`config.mk`:
```
export PLATFORM = sky130hd
export DESIGN_NAME = dram_port_arbiter
export DESIGN_NICKNAME = d
export VERILOG_FILES = /design/src/rtl/dram_port_arbiter.sv
export SDC_FILE = /design/constraint.sdc
export NUM_CORES = 1
export LEC_CHECK = 0
export ABC_CLOCK_PERIOD_IN_PS = 4050
export CAP_MARGIN = 20
export CELL_PAD_IN_SITES_DETAIL_PLACEMENT = 1
export CELL_PAD_IN_SITES_GLOBAL_PLACEMENT = 2
export CORE_MARGIN = 8
export CORE_UTILIZATION = 10
export CTS_BUF_LIST = sky130_fd_sc_hd__clkbuf_4 sky130_fd_sc_hd__clkbuf_8
export CTS_CLUSTER_DIAMETER = 120
export DETAILED_ROUTE_END_ITERATION = 10
export GPL_TIMING_DRIVEN = 0
export PLACE_DENSITY = 0.95
export SLEW_MARGIN = 10
export SYNTH_ARGS = -nofsm -noshare
export SYNTH_HDL_FRONTEND = slang
export SYNTH_SLANG_ARGS = --single-unit
export TNS_END_PERCENT = 30
```
`constraint.sdc`:
```
create_clock -name clk_i -period 4.05 [get_ports clk_i]
set_input_delay 1.0125 -clock clk_i [delete_from_list [all_inputs] [get_ports clk_i]]
set_output_delay 1.0125 -clock clk_i [all_outputs]
set_load 0.02 [all_outputs]
```
`src/rtl/dram_port_arbiter.sv`:
```
// Arbitrates the single-port data RAM between instruction fetch and the MEM stage.
// MEM has priority; IF is forced through after STARVE_LIMIT consecutive lost cycles.
module dram_port_arbiter #(
  parameter int ADDR_W       = 10,
  parameter int STARVE_LIMIT = 4
) (
  input  logic              clk_i,
  input  logic              reset_i,
  input  logic              if_req_i,
  input  logic [31:0]       if_addr_i,
  output logic              if_gnt_o,
  output logic              if_rvalid_o,
  output logic [31:0]       if_rdata_o,
  input  logic              mem_req_i,
  input  logic [3:0]        mem_wen_i,
  input  logic [31:0]       mem_addr_i,
  input  logic [31:0]       mem_wdata_i,
  output logic              mem_gnt_o,
  output logic              mem_rvalid_o,
  output logic [31:0]       mem_rdata_o,
  output logic              ram_en_o,
  output logic [3:0]        ram_wen_o,
  output logic [ADDR_W-1:0] ram_addr_o,
  output logic [31:0]       ram_wdata_o,
  input  logic [31:0]       ram_rdata_i
);

  localparam logic [3:0] LIMIT = 4'(STARVE_LIMIT);

  typedef enum logic [1:0] {
    IDLE   = 2'd0,
    RD_IF  = 2'd1,
    RD_MEM = 2'd2
  } state_t;

  state_t     state_q, state_d;
  logic [3:0] starve_q, starve_d;
  logic       force_if;
  logic       if_gnt, mem_gnt;

  // Word-address slices drop the byte-lane bits and alias high addresses.
  logic unused_addr_bits;
  assign unused_addr_bits = ^{if_addr_i[31:ADDR_W+2], if_addr_i[1:0],
                              mem_addr_i[31:ADDR_W+2], mem_addr_i[1:0]};

  assign force_if = (starve_q == LIMIT);

  always_comb begin
    if_gnt  = 1'b0;
    mem_gnt = 1'b0;
    if (!reset_i) begin
      if (if_req_i && (!mem_req_i || force_if)) begin
        if_gnt = 1'b1;
      end else if (mem_req_i) begin
        mem_gnt = 1'b1;
      end
    end
  end

  assign if_gnt_o    = if_gnt;
  assign mem_gnt_o   = mem_gnt;
  assign ram_en_o    = if_gnt | mem_gnt;
  assign ram_wen_o   = mem_gnt ? mem_wen_i : 4'b0000;
  assign ram_addr_o  = mem_gnt ? mem_addr_i[ADDR_W+1:2] : if_addr_i[ADDR_W+1:2];
  assign ram_wdata_o = mem_wdata_i;

  always_comb begin
    starve_d = 4'd0;
    if (if_req_i && !if_gnt) begin
      starve_d = force_if ? starve_q : starve_q + 4'd1;
    end
  end

  always_ff @(posedge clk_i) begin
    if (reset_i) begin
      starve_q <= 4'd0;
    end else begin
      starve_q <= starve_d;
    end
  end

  // Read-return FSM: state names the owner of the read issued last cycle.
  always_ff @(posedge clk_i) begin
    if (reset_i) begin
      state_q <= IDLE;
    end else begin
      state_q <= state_d;
    end
  end

  always_comb begin
    state_d = IDLE;
    if (if_gnt) begin
      state_d = RD_IF;
    end else if (mem_gnt && (mem_wen_i == 4'b0000)) begin
      state_d = RD_MEM;
    end
  end

  // Gated by reset so a read in flight when reset arrives is never reported.
  always_comb begin
    if_rvalid_o  = 1'b0;
    mem_rvalid_o = 1'b0;
    if (!reset_i) begin
      if_rvalid_o  = (state_q == RD_IF);
      mem_rvalid_o = (state_q == RD_MEM);
    end
  end

  assign if_rdata_o  = ram_rdata_i;
  assign mem_rdata_o = ram_rdata_i;

endmodule

```
==> out/metrics.csv <==
metric,value,unit
pre-CTS setup slack,126.8,ps
n_diodes,0,
Post-Synthesis Cells,151,
Rows,40,
CTS Root Cell,clkbuf_8,
hold crit path type,reg -> reg,
crit-path cells,clkdlybuf4s50_1 -> nand4b_2 -> nand3b_4 -> buf_6 -> mux2_4 -> clkdlybuf4s50_1,
cell mode on critical path,clkdlybuf4s50_1,
vias in the first global route,1669,
ratio of final minimum period to clock period,0.9611,
register area share after synthesis,0.09917,
initial antenna violation count,0,
Synth area leader,buf_4,
largest net degree at the start of global routing,11,
Slew Limit Fails,0,
fin crit period,3893,ps
"CP delay by family, top",buffers and inverters,
dpl cells,440,
CTS buffer count,3,
Ys Warns,0,
"slowest stage delay, CP",550,ps
initial DRC count,11,
Synth top area share,0.5950,
RSZ-0062 raised after global routing,false,
Starting Density,0.1017,
top post-synthesis cells by area,"buf_4 60%, dfxtp_1 9.9%, mux2_2 5.6%",
"Hold Vio Cnt, Final",0,
maximum VDD drop,0.05064,mV
io pins,251,
drt first pass iters,4,
CTS tree,built,
I/O Buffers,142,
# setup viols final,0,
via count,1374,
critical path class,in -> out,
Worst Setup Start Kind,primary input,
Clock Skews,0.5782,ps
actual slew at the worst max-slew pin,242.9,ps
static leakage,1.264,nW
full die area,15890,µm²
GRT Overall Usage,0.06710,
run status,finished clean,
worst-path fanout max,10,
Max Cap Viol,0,
Worst EP arrival,2880,ps
Cell Pwr Density,166.9,nW/µm²
Via density,3.102,
setup slack after layout,157.5,ps
post-detailed-route DRC marker count,0,
final wirelength,5721,µm
clock slew at reported path FFs,40,ps
CP bufs+invs,3,
core area,11910,µm²
grt ovf,0,
fmax,0.2569,GHz
Cell variety after synth,22,
Final Power,0.4769,mW
Final HPWL DP,5438,µm
first-pass GRT wire length,8466,µm
number of nets with antenna violations after routing,0,
wire per inst,12.91,µm
Yosys reg bits,6,
H-tree levels,1,
CP max-delay cell,clkdlybuf4s50_1,
clk sinks,6,
layout net count,436,
DIE WIDTH,126.1,µm
Slew HR,0.8376,
CP Data Required Time,3040,ps
Final Non-Filler Cells,443,
hold-fix buffers at CTS,0,
syn avg cell area,8.021,µm²
share of layout cells above drive strength 1,0.3885,
crit end category,output pin,
Synthesized Nets,289,
GP Congestion,0.6818,
setup total negative slack,0,ps
Netlist Area Pre-Place,1211,µm²
clock buffer depth,2,
post-CTS repair timing setup buffer count,0,
"Area growth, synth to finish",136.0,%
worst-skew pair later-pin latency,220,ps
die height,126.1,µm
post_cts resized,0,
## synthesized netlist by cell type (all sizes together)
cell     n
nand3b   2
buf     97
a21oi    3
nor3     1
or2      1
nand2    1
nand3    1
ha       2
mux2i    1
nand4    1
dfxtp    6
inv     10
nor3b    2
or3b     1
nand4b   1
nand2b   1
nor2    10
mux2    10
## state kept, by name, summed over array words and instances, names as in the netlist
name,flops
starve_q,4
state_q,2
## logic make-up (layout without fill, tap and decap cells)
kind of cell	count (synthesis)	after routing	share of synthesized area
flip-flops	6	6	0.09918
adder cells (fa/ha/maj)	2	2	0.02066
multiplexers	11	11	0.1136
AO/OA/AOI/OAI	3	3	0.01239
AND/OR/NAND/NOR	22	22	0.1188
buffers and inverters	107	252	0.6353
## layout by cell type (no fill, tap or decap)
cell type,instances
inv_2,1
nor3b_1,2
nand3b_4,1
buf_4,96
a21oi_1,3
nand4b_2,1
inv_1,9
buf_6,1
nor2_1,10
mux2_2,6
mux2i_1,1
clkbuf_8,3
nand2_1,1
nand3b_1,1
nand2b_1,1
clkdlybuf4s50_1,142
nor3_2,1
nand3_1,1
ha_1,2
nand4_1,1
or3b_4,1
dfxtp_1,6
mux2_4,4
or2_1,1
## worst paths after layout
path               startpoint            end  slack [ps]  cells past startpoint
hold reg to reg   starve_q[0]    starve_q[0]         470                      1
setup / recovery     if_req_i  ram_addr_o[5]         160                      6
hold / removal    starve_q[0]    starve_q[0]         470                      1
setup reg to reg  starve_q[0]    starve_q[2]        2560                      5
## power by group
part	internal (mW)	switching [mW]
Sequential	0.0605	0.000706
Clock	0.0639	0.0265
Combinational	0.194	0.131
Total	0.318	0.159
## final cells by class
type | count | area [µm²]
fill | 1413 | 9054
timing repair buffer | 142 | 1421
buffer | 97 | 732.0
multi-input combinational | 38 | 321.6
tap | 147 | 183.9
sequential | 6 | 120.1
clock buffer | 3 | 41.29
inverter | 10 | 37.54
## layer usage
| layer | vias to the layer above | global-route usage | routed length, µm |
|---|---|---|---|
| li1 | 666 | - | - |
| met1 | 599 | 0.04822 | 1591 |
| met2 | 105 | 0.1366 | 3240 |
| met3 | 4 | 0.04008 | 823 |
| met4 | 0 | 0.02548 | 65 |
| met5 | - | 0 | 0 |
## per-stage QoR
stage,hold slack (ps),area [µm²],utilization
finish,467.5,2858,0.2399
global route,503.8,2858,0.2399
CTS,477.3,2858,0.2399
detailed placement,468.7,2816,0.2365
global placement,444.6,2816,0.2365
floorplan,430.0,1211,-
Note: power is estimated with default switching activity, not from simulation.
